### src/rtl/vga_pkg.sv
`default_nettype none
// ============================================================================
// Module  : vga_pkg
// Brief   : Shared constants and types for the VGA scanout slice: 640x480
//           frame geometry, sync window bounds, framebuffer size, scan FSM
//           states and the control word carried down the pixel pipeline.
// Rev     : 1.0 - initial release
// ============================================================================
package vga_pkg;

  localparam int H_TOTAL      = 800;
  localparam int V_TOTAL      = 525;
  localparam int H_SYNC_START = 656;
  localparam int H_SYNC_END   = 752;
  localparam int V_SYNC_START = 490;
  localparam int V_SYNC_END   = 492;
  localparam int FB_WORDS     = 76800;

  typedef enum logic [1:0] {
    IDLE      = 2'd0,
    SCAN      = 2'd1,
    STOP_PEND = 2'd2
  } scan_state_t;

  // Per-pixel control travelling alongside the memory fetch.
  typedef struct packed {
    logic       act;   // active (visible) pixel
    logic       hs;    // horizontal sync, active-low
    logic       vs;    // vertical sync, active-low
    logic       last;  // final visible pixel of the frame
    logic [1:0] bsel;  // byte lane within the 32-bit word
  } pix_ctl_t;

  localparam pix_ctl_t PIX_CTL_IDLE = '{act: 1'b0, hs: 1'b1, vs: 1'b1,
                                        last: 1'b0, bsel: 2'd0};

  // Colour bar k -> {R,G,B}; each channel fully on or off.
  function automatic logic [23:0] bar_rgb(input logic [2:0] k);
    bar_rgb = {{8{k[2]}}, {8{k[1]}}, {8{k[0]}}};
  endfunction

endpackage
`default_nettype wire

### src/rtl/vga_timing_gen.sv
`default_nettype none
// ============================================================================
// Module  : vga_timing_gen
// Brief   : Horizontal/vertical raster counters and the stage-0 decodes
//           (active area, syncs, last visible pixel, frame wrap). Counters
//           are held at the origin while run_i is low.
// Rev     : 1.0 - initial release
// ============================================================================
module vga_timing_gen #(
  parameter int H_ACTIVE = 640,
  parameter int H_FP     = 16,
  parameter int H_SYNC   = 96,
  parameter int H_BP     = 48,
  parameter int V_ACTIVE = 480,
  parameter int V_FP     = 10,
  parameter int V_SYNC   = 2,
  parameter int V_BP     = 33,
  localparam int H_TOT   = H_ACTIVE + H_FP + H_SYNC + H_BP,
  localparam int V_TOT   = V_ACTIVE + V_FP + V_SYNC + V_BP,
  localparam int HW      = $clog2(H_TOT),
  localparam int VW      = $clog2(V_TOT)
) (
  input  logic clk_i,
  input  logic rst_ni,
  input  logic run_i,
  output logic act_o,
  output logic hs_o,
  output logic vs_o,
  output logic last_o,
  output logic wrap_o
);

  localparam int HSS = H_ACTIVE + H_FP;
  localparam int HSE = H_ACTIVE + H_FP + H_SYNC;
  localparam int VSS = V_ACTIVE + V_FP;
  localparam int VSE = V_ACTIVE + V_FP + V_SYNC;

  logic [HW-1:0] hcnt_q, hcnt_d;
  logic [VW-1:0] vcnt_q, vcnt_d;
  logic          h_end, v_end;

  assign h_end  = (hcnt_q == HW'(H_TOT - 1));
  assign v_end  = (vcnt_q == VW'(V_TOT - 1));
  assign wrap_o = run_i && h_end && v_end;

  assign act_o  = run_i && (hcnt_q < HW'(H_ACTIVE)) && (vcnt_q < VW'(V_ACTIVE));
  assign hs_o   = !((hcnt_q >= HW'(HSS)) && (hcnt_q < HW'(HSE)));
  assign vs_o   = !((vcnt_q >= VW'(VSS)) && (vcnt_q < VW'(VSE)));
  assign last_o = act_o && (hcnt_q == HW'(H_ACTIVE - 1)) && (vcnt_q == VW'(V_ACTIVE - 1));

  // Next raster position: hold at origin when stopped, else step and wrap.
  always_comb begin
    hcnt_d = hcnt_q;
    vcnt_d = vcnt_q;
    if (!run_i) begin
      hcnt_d = '0;
      vcnt_d = '0;
    end else if (h_end) begin
      hcnt_d = '0;
      vcnt_d = v_end ? '0 : vcnt_q + VW'(1);
    end else begin
      hcnt_d = hcnt_q + HW'(1);
    end
  end

  // Raster counter registers.
  always_ff @(posedge clk_i or negedge rst_ni) begin
    if (!rst_ni) begin
      hcnt_q <= '0;
      vcnt_q <= '0;
    end else begin
      hcnt_q <= hcnt_d;
      vcnt_q <= vcnt_d;
    end
  end

endmodule
`default_nettype wire

### src/rtl/vga_scanout.sv
`default_nettype none
// ============================================================================
// Module  : vga_scanout
// Brief   : Scans a 4-pixels-per-word grayscale framebuffer through a
//           1-cycle-latency read port and drives VGA sync + RGB with a
//           3-stage pipeline (counters -> fetch -> byte select -> pins).
//           Optional feature macro: VGA_TEST_PATTERN_EN adds a test_mode
//           input that replaces framebuffer pixels with 8 colour bars.
// Rev     : 1.0 - initial release
// ============================================================================
module vga_scanout
  import vga_pkg::*;
#(
  parameter int H_ACTIVE = 640,
  parameter int H_FP     = 16,
  parameter int H_SYNC   = 96,
  parameter int H_BP     = 48,
  parameter int V_ACTIVE = 480,
  parameter int V_FP     = 10,
  parameter int V_SYNC   = 2,
  parameter int V_BP     = 33,
  parameter int ADDR_W   = 17
) (
  input  logic              clkVga,
  input  logic              reset,
  input  logic              enable,
`ifdef VGA_TEST_PATTERN_EN
  input  logic              test_mode,
`endif
  output logic [ADDR_W-1:0] mem_addr,
  output logic              mem_rd,
  input  logic [31:0]       VGAData,
  output logic              H_SyncOut,
  output logic              V_SyncOut,
  output logic [7:0]        RedOut,
  output logic [7:0]        GreenOut,
  output logic [7:0]        BlueOut,
  output logic              visible,
  output logic              vga_sync,
  output logic              frame_done,
  output logic              busy
);

  // Pixel index needs two extra bits for the byte lane below the word address.
  localparam int PW = ADDR_W + 2;

  scan_state_t     state_q;
  logic            busy_q;
  logic            running;
  logic            act0, hs0, vs0, last0, wrap;
  logic            tm0;
  logic [PW-1:0]   p_q, p_d;
  pix_ctl_t        ctl1_q, ctl2_q;
  logic            mem_rd_q;
  logic [ADDR_W-1:0] mem_addr_q;
  logic [7:0]      pix_byte;
  logic [23:0]     rgb_d, rgb_q;
  logic            vis_q, hs3_q, vs3_q, last3_q, fdone_q;

  assign running = (state_q != IDLE);

  vga_timing_gen #(
    .H_ACTIVE (H_ACTIVE), .H_FP (H_FP), .H_SYNC (H_SYNC), .H_BP (H_BP),
    .V_ACTIVE (V_ACTIVE), .V_FP (V_FP), .V_SYNC (V_SYNC), .V_BP (V_BP)
  ) u_timing (
    .clk_i  (clkVga),
    .rst_ni (reset),
    .run_i  (running),
    .act_o  (act0),
    .hs_o   (hs0),
    .vs_o   (vs0),
    .last_o (last0),
    .wrap_o (wrap)
  );

  // Scan FSM; stop requests only take effect at the frame wrap.
  always_ff @(posedge clkVga or negedge reset) begin
    if (!reset) begin
      state_q <= IDLE;
      busy_q  <= 1'b0;
    end else begin
      case (state_q)
        IDLE: begin
          if (enable) begin
            state_q <= SCAN;
            busy_q  <= 1'b1;
          end
        end
        SCAN: begin
          if (!enable) begin
            if (wrap) begin
              state_q <= IDLE;
              busy_q  <= 1'b0;
            end else begin
              state_q <= STOP_PEND;
            end
          end
        end
        STOP_PEND: begin
          if (wrap) begin
            if (enable) begin
              state_q <= SCAN;
            end else begin
              state_q <= IDLE;
              busy_q  <= 1'b0;
            end
          end
        end
        default: begin
          state_q <= IDLE;
          busy_q  <= 1'b0;
        end
      endcase
    end
  end

  // Pixel index advances once per active pixel and returns to 0 after the
  // last visible pixel, at the frame wrap and while idle.
  always_comb begin
    p_d = p_q;
    if (!running || wrap) begin
      p_d = '0;
    end else if (act0) begin
      p_d = last0 ? '0 : p_q + PW'(1);
    end
  end

`ifdef VGA_TEST_PATTERN_EN
  localparam int BAR_W = (H_ACTIVE / 8 > 0) ? H_ACTIVE / 8 : 1;
  localparam int BPW   = $clog2(BAR_W + 1);

  logic [BPW-1:0] bar_px_q;
  logic [2:0]     bar0_q, bar1_q, bar2_q;
  logic           tm1_q, tm2_q;

  assign tm0 = test_mode;

  // Bar index of the stage-0 pixel, plus its trip down to stage 2.
  always_ff @(posedge clkVga or negedge reset) begin
    if (!reset) begin
      bar_px_q <= '0;
      bar0_q   <= 3'd0;
      bar1_q   <= 3'd0;
      bar2_q   <= 3'd0;
      tm1_q    <= 1'b0;
      tm2_q    <= 1'b0;
    end else begin
      if (!act0) begin
        bar_px_q <= '0;
        bar0_q   <= 3'd0;
      end else if (bar_px_q == BPW'(BAR_W - 1)) begin
        bar_px_q <= '0;
        bar0_q   <= bar0_q + 3'd1;
      end else begin
        bar_px_q <= bar_px_q + BPW'(1);
      end
      bar1_q <= bar0_q;
      bar2_q <= bar1_q;
      tm1_q  <= tm0;
      tm2_q  <= tm1_q;
    end
  end
`else
  assign tm0 = 1'b0;
`endif

  // Stage 1: issue the word fetch and launch the control word.
  always_ff @(posedge clkVga or negedge reset) begin
    if (!reset) begin
      p_q        <= '0;
      mem_rd_q   <= 1'b0;
      mem_addr_q <= '0;
      ctl1_q     <= PIX_CTL_IDLE;
    end else begin
      p_q      <= p_d;
      mem_rd_q <= act0 && !tm0;
      // Address only moves on active pixels so it never points past the buffer.
      if (act0) begin
        mem_addr_q <= p_q[PW-1:2];
      end
      ctl1_q <= '{act: act0, hs: hs0, vs: vs0, last: last0, bsel: p_q[1:0]};
    end
  end

  // Stage 2: read data is valid now; align control with it.
  always_ff @(posedge clkVga or negedge reset) begin
    if (!reset) begin
      ctl2_q <= PIX_CTL_IDLE;
    end else begin
      ctl2_q <= ctl1_q;
    end
  end

  assign pix_byte = VGAData[{ctl2_q.bsel, 3'b000} +: 8];

  // Pixel colour for the output register; blanked outside the active area.
  always_comb begin
    rgb_d = 24'd0;
    if (ctl2_q.act) begin
`ifdef VGA_TEST_PATTERN_EN
      rgb_d = tm2_q ? bar_rgb(bar2_q) : {pix_byte, pix_byte, pix_byte};
`else
      rgb_d = {pix_byte, pix_byte, pix_byte};
`endif
    end
  end

  // Stage 3: output registers; frame_done trails the last pixel by one cycle.
  always_ff @(posedge clkVga or negedge reset) begin
    if (!reset) begin
      rgb_q   <= 24'd0;
      vis_q   <= 1'b0;
      hs3_q   <= 1'b1;
      vs3_q   <= 1'b1;
      last3_q <= 1'b0;
      fdone_q <= 1'b0;
    end else begin
      rgb_q   <= rgb_d;
      vis_q   <= ctl2_q.act;
      hs3_q   <= ctl2_q.hs;
      vs3_q   <= ctl2_q.vs;
      last3_q <= ctl2_q.last;
      fdone_q <= last3_q;
    end
  end

  assign mem_addr   = mem_addr_q;
  assign mem_rd     = mem_rd_q;
  assign H_SyncOut  = hs3_q;
  assign V_SyncOut  = vs3_q;
  assign RedOut     = rgb_q[23:16];
  assign GreenOut   = rgb_q[15:8];
  assign BlueOut    = rgb_q[7:0];
  assign visible    = vis_q;
  assign vga_sync   = 1'b0;
  assign frame_done = fdone_q;
  assign busy       = busy_q;

endmodule
`default_nettype wire

### config.mk
export PLATFORM = sky130hd
export DESIGN_NAME = vga_scanout
export DESIGN_NICKNAME = d
export VERILOG_FILES = /design/src/rtl/vga_pkg.sv /design/src/rtl/vga_timing_gen.sv /design/src/rtl/vga_scanout.sv
export SDC_FILE = /design/constraint.sdc
export NUM_CORES = 1
export LEC_CHECK = 0
export ABC_AREA = 1
export ABC_CLOCK_PERIOD_IN_PS = 4300
export BUFFER_PORTS_ARGS = -buffer_cell sky130_fd_sc_hd__buf_2
export CORE_MARGIN = 1
export CORE_UTILIZATION = 38
export DETAILED_ROUTE_END_ITERATION = 7
export GPL_TIMING_DRIVEN = 0
export PLACE_DENSITY_LB_ADDON = 0.1
export SYNTH_ARGS = -nofsm -noshare
export SYNTH_HDL_FRONTEND = slang
export SYNTH_SLANG_ARGS = --single-unit
### constraint.sdc
create_clock -name clkVga -period 4.3 [get_ports clkVga]
set_clock_uncertainty 0.05 [all_clocks]
set_input_delay 0.43 -clock clkVga [delete_from_list [all_inputs] [get_ports clkVga]]
set_output_delay 0.43 -clock clkVga [all_outputs]
set_load 0.02 [all_outputs]
Word-level counts from Yosys, hierarchy flattened
Cells that the tools add are included.
W data, S select, Z words.
{"block": "totals", "elab_cells": 82, "register_bits": 100, "input_bits": 35}
{"block": "classes", "n_shift": 1, "n_eq_ne": 12, "muxes": 21, "add_sub_neg": 3, "n_lt_le_gt_ge": 6, "reduce_logical": 17}
{"cell": "$mux W19", "count": 3}
{"cell": "$mux W10", "count": 5}
{"cell": "$shiftx A32 B6 Y8", "count": 1}
{"cell": "$eq A10 B10 Y1 const B", "count": 3}
{"cell": "$mux W24", "count": 1}
{"cell": "$add A10 B1 Y10 const B", "count": 2}
{"cell": "$lt A10 B10 Y1 const B", "count": 2}
{"cell": "$lt A10 B9 Y1 const B", "count": 2}
{"cell": "$add A19 B1 Y19 const B", "count": 1}
{"cell": "$ne A2 B2 Y1 const B", "count": 6}
{"cell": "$eq A10 B9 Y1 const B", "count": 1}
{"cell": "$ge A10 B10 Y1 const B", "count": 1}
{"cell": "$ge A10 B9 Y1 const B", "count": 1}
{"cell": "$logic_and A1 B1 Y1", "count": 8}
{"cell": "$mux W2", "count": 4}
{"cell": "$mux W1", "count": 6}
{"cell": "$pmux W2 S3", "count": 1}
{"cell": "$reduce_and A5 Y1", "count": 1}
{"cell": "$reduce_bool A2 Y1", "count": 2}
{"cell": "$logic_not A1 Y1", "count": 3}
{"cell": "$pmux W1 S3", "count": 1}
{"cell": "$reduce_and A3 Y1", "count": 1}
{"cell": "$eq A2 B1 Y1 const B", "count": 1}
{"cell": "$eq A2 B2 Y1 const B", "count": 1}
{"cell": "2 further kinds", "count": 2}

Depth between registers and ports, before layout
{"block": "depth", "word_depth": 8, "mapped_depth": 11, "ltp_nobuf": 10}

Cells and area by module
Synthesis repeated with hierarchy kept, for this count alone.
{"block": "unflattened", "cells_unflattened": 538, "hier_area_um2": 4295.4}
{"module": "vga_scanout", "cells_each": 360, "n_inst": 1, "area_each_um2": 3040.4}
{"module": "vga_timing_gen", "cells_each": 178, "n_inst": 1, "area_each_um2": 1255.0}

Worst setup path after synthesis
No wires, ideal clock.
{"block": "synth_timing", "kind": "flip-flop to flip-flop", "from": "reg u_timing.hcnt_q[0]", "to": "reg p_q[10]", "stages_incl_launch_ff": 11, "t_arrival_ns": 1.388, "synth_period_minus_slack_ns": 1.556, "n_path_buf": 2, "path_slack_ns": 2.744, "cell_sequence": "dfrtp_1 > ha_1 > nand3_2 > nor2_2 > inv_1 > nor2_4 > a21oi_2 > buf_6 > buf_6 > nand4_1 > nand2_1"}
{"block": "synth_between", "elab_chain_len": 8}
{"element": "start: declaration", "line_no": "vga_timing_gen.sv:38", "source": "logic [HW-1:0] hcnt_q, hcnt_d;"}
{"element": "start signal: assignment", "line_no": "vga_timing_gen.sv:72", "source": "hcnt_q <= hcnt_d;"}
{"element": "$lt A10 B10 Y1", "line_no": "vga_timing_gen.sv:46", "source": "assign act_o = run_i && (hcnt_q < HW'(H_ACTIVE)) && (vcnt_q < VW'(V_ACTIVE));"}
{"element": "$logic_and A1 B1 Y1 (2 in series)", "line_no": "vga_timing_gen.sv:46"}
{"element": "$logic_and A1 B1 Y1 (2 in series)", "line_no": "vga_timing_gen.sv:49", "source": "assign last_o = act_o && (hcnt_q == HW'(H_ACTIVE - 1)) && (vcnt_q == VW'(V_ACTIVE - 1));"}
{"element": "$mux W19", "line_no": "vga_scanout.sv:124", "source": "p_d = last0 ? '0 : p_q + PW'(1);"}
{"element": "$mux W19", "line_no": "vga_scanout.sv:123", "source": "end else if (act0) begin"}
{"element": "$mux W19", "line_no": "vga_scanout.sv:121", "source": "if (!running || wrap) begin"}
{"element": "end signal: assignment", "line_no": "vga_scanout.sv:175", "source": "p_q <= p_d;"}
{"element": "end: declaration", "line_no": "vga_scanout.sv:52", "source": "logic [PW-1:0] p_q, p_d;"}
Parallel ways exist; a longest one is shown, timed or not. The select of a mux whose other input is x is not followed.
A chain may end at the register's enable or synchronous reset.

Worst setup path after layout
{"block": "layout_timing", "from": "reg p_q[0]", "to": "reg p_q[12]"}
{"block": "layout_between", "elab_chain_len": 4}
{"element": "$add A19 B1 Y19", "line_no": "vga_scanout.sv:124"}
{"element": "$mux W19", "line_no": "vga_scanout.sv:124"}
{"element": "$mux W19", "line_no": "vga_scanout.sv:123"}
{"element": "$mux W19", "line_no": "vga_scanout.sv:121"}
Every way passes these cells. The select of a mux whose other input is x is not followed.

==> results.py <==
metrics = {
    "outcome": {
        "run_status": "finished, final reports clean",
    },
    "critical_path": {
        "cp_data_required_time_ns": 4.52,
        "crit-reg2reg-launch": "p_q[0]",
        "data_arrival_time_of_the_critical_path_ns": 2.12,
        "cp_max_fo": 7,
        "worst_setup_path_startpoint": "p_q[0]",
        "ff2ff_path_depth": 9,
        "critical_path.endpoint_type": "register",
        "worst-r2r-setup-slack_ns": 2.40,
        "setup.worst_path.start_class": "register",
        "regToRegEndpoint": "p_q[12]",
        "destination_of_the_critical_timing_path": "p_q[12]",
        "path_class": "reg2reg",
    },
    "power": {
        "totalPowerFinal_mw": 2.80,
        "power_density_nw_per_um2": 528,
        "vdd_drop_max_uv": 296,
        "power_leakage_nw": 2.68,
    },
    "routing": {
        "first_pass_iters": 4,
        "drt.antenna.violating_nets": 0,
        "routedWlPerCell_um": 13.1,
        "route.detailed.drc": 0,
        "drt_iter0_markers": 216,
        "postRouteWirelength_um": 10300,
        "vias": 3849,
        "vias_per_cell": 4.90,
    },
    "place": {
        "detailed_place.area_sq_um": 4980,
        "place_hpwl_um": 7590,
        "portBuffers": 81,
        "gpl.final_weighted_congestion": 0.889,
    },
    "cts": {
        "clock_latency_ns": 0.33,
        "clockBufferDepth": 2,
        "cts_inserted_buffers": 9,
        "clkTransAtPathRegs_ns": 0.07,
        "clkSinkCount": 84,
        "clock_tree_from_tritoncts": "built",
        "htreeDepth": 3,
        "cts_root_buffer": "sky130_fd_sc_hd__clkbuf_16",
    },
    "global_route": {
        "grt_antenna_before_repair": 0,
        "grt_first_pass_wirelength_um": 17400,
        "overflow": 0,
        "first_global_vias": 3659,
        "grt_max_degree": 64,
        "gr-usage-all-layers_pct": 18.8,
    },
    "synthesis": {
        "post_synth_instance_area_sq_um": 4370,
        "avgSynthCellArea_sq_um": 8.01,
        "synth.yosys.warnings": 0,
        "synth.distinct_cells": 30,
        "synth_cells": 546,
        "synth_edf_count": 0,
        "synth-xor-area-share_pct": 3.40,
        "synth_top_flop_cell": "sky130_fd_sc_hd__dfrtp_1",
        "synthAdderAreaFrac_pct": 1.43,
        "yosysSeqAreaShare_pct": 48.2,
        "synth_top_family_by_area": "simple AND/OR/NAND/NOR gates",
        "muxShareOfSynthArea_pct": 0,
        "synth-simple-area-share_pct": 29.5,
        "synth_compound_area_share_pct": 6.95,
        "synth.net_count": 586,
        "ys_async_sr_fraction_pct": 100,
        "synth-seq-cells": 84,
    },
    "finish": {
        "layout.cells.most_common": "sky130_fd_sc_hd__nand2_1",
        "finalCoreUtilization_pct": 48.1,
        "area.growth.synth_to_final_pct": 21.3,
        "layout_common_cells": "sky130_fd_sc_hd__nand2_1 (124), sky130_fd_sc_hd__buf_2 (87), sky130_fd_sc_hd__nor2_1 (78), sky130_fd_sc_hd__dfrtp_1 (78), sky130_fd_sc_hd__inv_1 (48)",
        "antennaDiodeCount": 0,
        "finish.net_count": 680,
        "post_route_cells_drive_above_1_share_pct": 24.5,
        "layout.cell_area.non_filler_sq_um": 5310,
    },
    "die": {
        "dieArea_sq_um": 11900,
        "initial_core_util_pct": 39.7,
        "rows": 38,
        "io_pins": 83,
        "chipHeight_um": 109,
        "core_ar_sq_um": 11000,
        "die_x_um": 109,
    },
    "worst_hold_path": {
        "min_path_type": "reg2reg",
    },
    "timing": {
        "holdWs_ns": 0.288,
        "setup_tns_ns": 0,
        "final_hold_viol_count": 0,
        "rsz0062_at_grt": "false",
        "setup_viol_count_final": 0,
        "layout_min_cycle_time_ns": 1.90,
        "clock.fmax_mhz": 526,
        "finalMaxSlewViolations": 0,
        "post-route-period-util_pct": 44.2,
    },
    "run": {
        "number_of_violations_of_the_max_capacitance_limit": 0,
    },
}
[registers in the layout, indices dropped and copies added (netlist names)]
register and cells:
H_SyncOut 1, visible 1, mem_rd 1, state_q 2, V_SyncOut 1, ctl2_q 6, mem_addr 17, u_timing.vcnt_q 10
ctl1_q 5, rgb_q 8, u_timing.hcnt_q 10, busy 1, last3_q 1, frame_done 1, p_q 19
[area by class of cell]
cell class	instances	area [sq um]
fillers	1126	5730
flip-flops and latches	84	2110
multi-input cells	372	1810
repair buffers	83	445
plain buffers	35	249
clock buffers	10	239
inverters	55	206
well taps	140	175
clock inverters	6	71.3
[how the worst min path moves through the flow]
| stage | startpoint | end | cells after the start |
|---|---|---|---|
| 2_1_floorplan | reset | busy | 0 |
| 3_3_place_gp | ctl1_q[2] | ctl2_q[2] | 0 |
| 3_5_place_dp | ctl1_q[1] | ctl2_q[1] | 0 |
| 4_1_cts | enable | state_q[0] | 3 |
| 5_1_grt | enable | state_q[0] | 3 |
| 6_report | ctl2_q[2] | last3_q | 0 |
[timing repair]
item / in CTS / in global routing
resized for setup: 0 / 0
hold buffers: 1 / 0
buffers inserted: 0 / 0
setup endpoints to repair: 0 / 0
endpoints found under the hold margin: 21 / 0
[stage by stage]
stage	instances	setup WS, ns
after floorplan	546	2.74
after global placement	767	2.01
after detailed placement	768	2.42
after CTS	785	2.40
after global routing	785	2.16
final	785	2.40
[synth_stat cells, types with 6 or more instances]
master / n / area (sq um)
sky130_fd_sc_hd__nand4_1: 19 / 119
sky130_fd_sc_hd__nand3_1: 42 / 210
sky130_fd_sc_hd__dfstp_2: 6 / 158
sky130_fd_sc_hd__nand2_1: 124 / 465
sky130_fd_sc_hd__dfrtp_1: 78 / 1950
sky130_fd_sc_hd__o22ai_1: 7 / 43.8
sky130_fd_sc_hd__o21ai_0: 27 / 135
sky130_fd_sc_hd__buf_2: 7 / 35.0
sky130_fd_sc_hd__inv_2: 7 / 26.3
sky130_fd_sc_hd__inv_1: 48 / 180
sky130_fd_sc_hd__a21oi_1: 17 / 85.1
sky130_fd_sc_hd__xor2_1: 16 / 140
sky130_fd_sc_hd__buf_4: 21 / 158
sky130_fd_sc_hd__nor2_1: 78 / 293
sky130_fd_sc_hd__nor3_1: 13 / 65.1
[per-layer routing]
metal | wire, um | share of wire (%) | track usage, % | up-vias
li1 | - | - | - | 1932
met1 | 4900 | 48 | 25.6 | 1783
met2 | 4560 | 44 | 30.1 | 124
met3 | 742 | 7.2 | 3.68 | 10
met4 | 103 | 1.0 | 6.10 | 0
met5 | 0 | 0 | 0 | -
[power breakdown]
part	leakage (nW)	total, mW	switching, mW	internal (mW)
Combinational	1.42	1.03	0.664	0.363
Clock	0.146	0.794	0.323	0.471
Sequential	1.12	0.977	0.0795	0.898
[cells by family (layout without fill, tap and decap cells)]
logic type                 Yosys count  after routing
AOI/OAI and AO/OA                   58             58
xor gates and xnor gates            17             17
other                                1              1
adders and majority gates            5              5
and+or+nand+nor                    291            291
buffers and inverters               90            189
DFF                                 84             84
[critical path, stage by stage, from the launching register on]
cell                      delay (ns)
sky130_fd_sc_hd__dfrtp_1        0.48
sky130_fd_sc_hd__ha_1           0.29
sky130_fd_sc_hd__nand3_1        0.16
sky130_fd_sc_hd__nor2_2         0.24
sky130_fd_sc_hd__nand2_1        0.16
sky130_fd_sc_hd__o21ai_0        0.17
sky130_fd_sc_hd__nand2_1        0.06
sky130_fd_sc_hd__nor2_1         0.10
sky130_fd_sc_hd__nand3_1        0.07
sky130_fd_sc_hd__nand2_1        0.06
No activity file was read; power rests on OpenSTA's default activity.
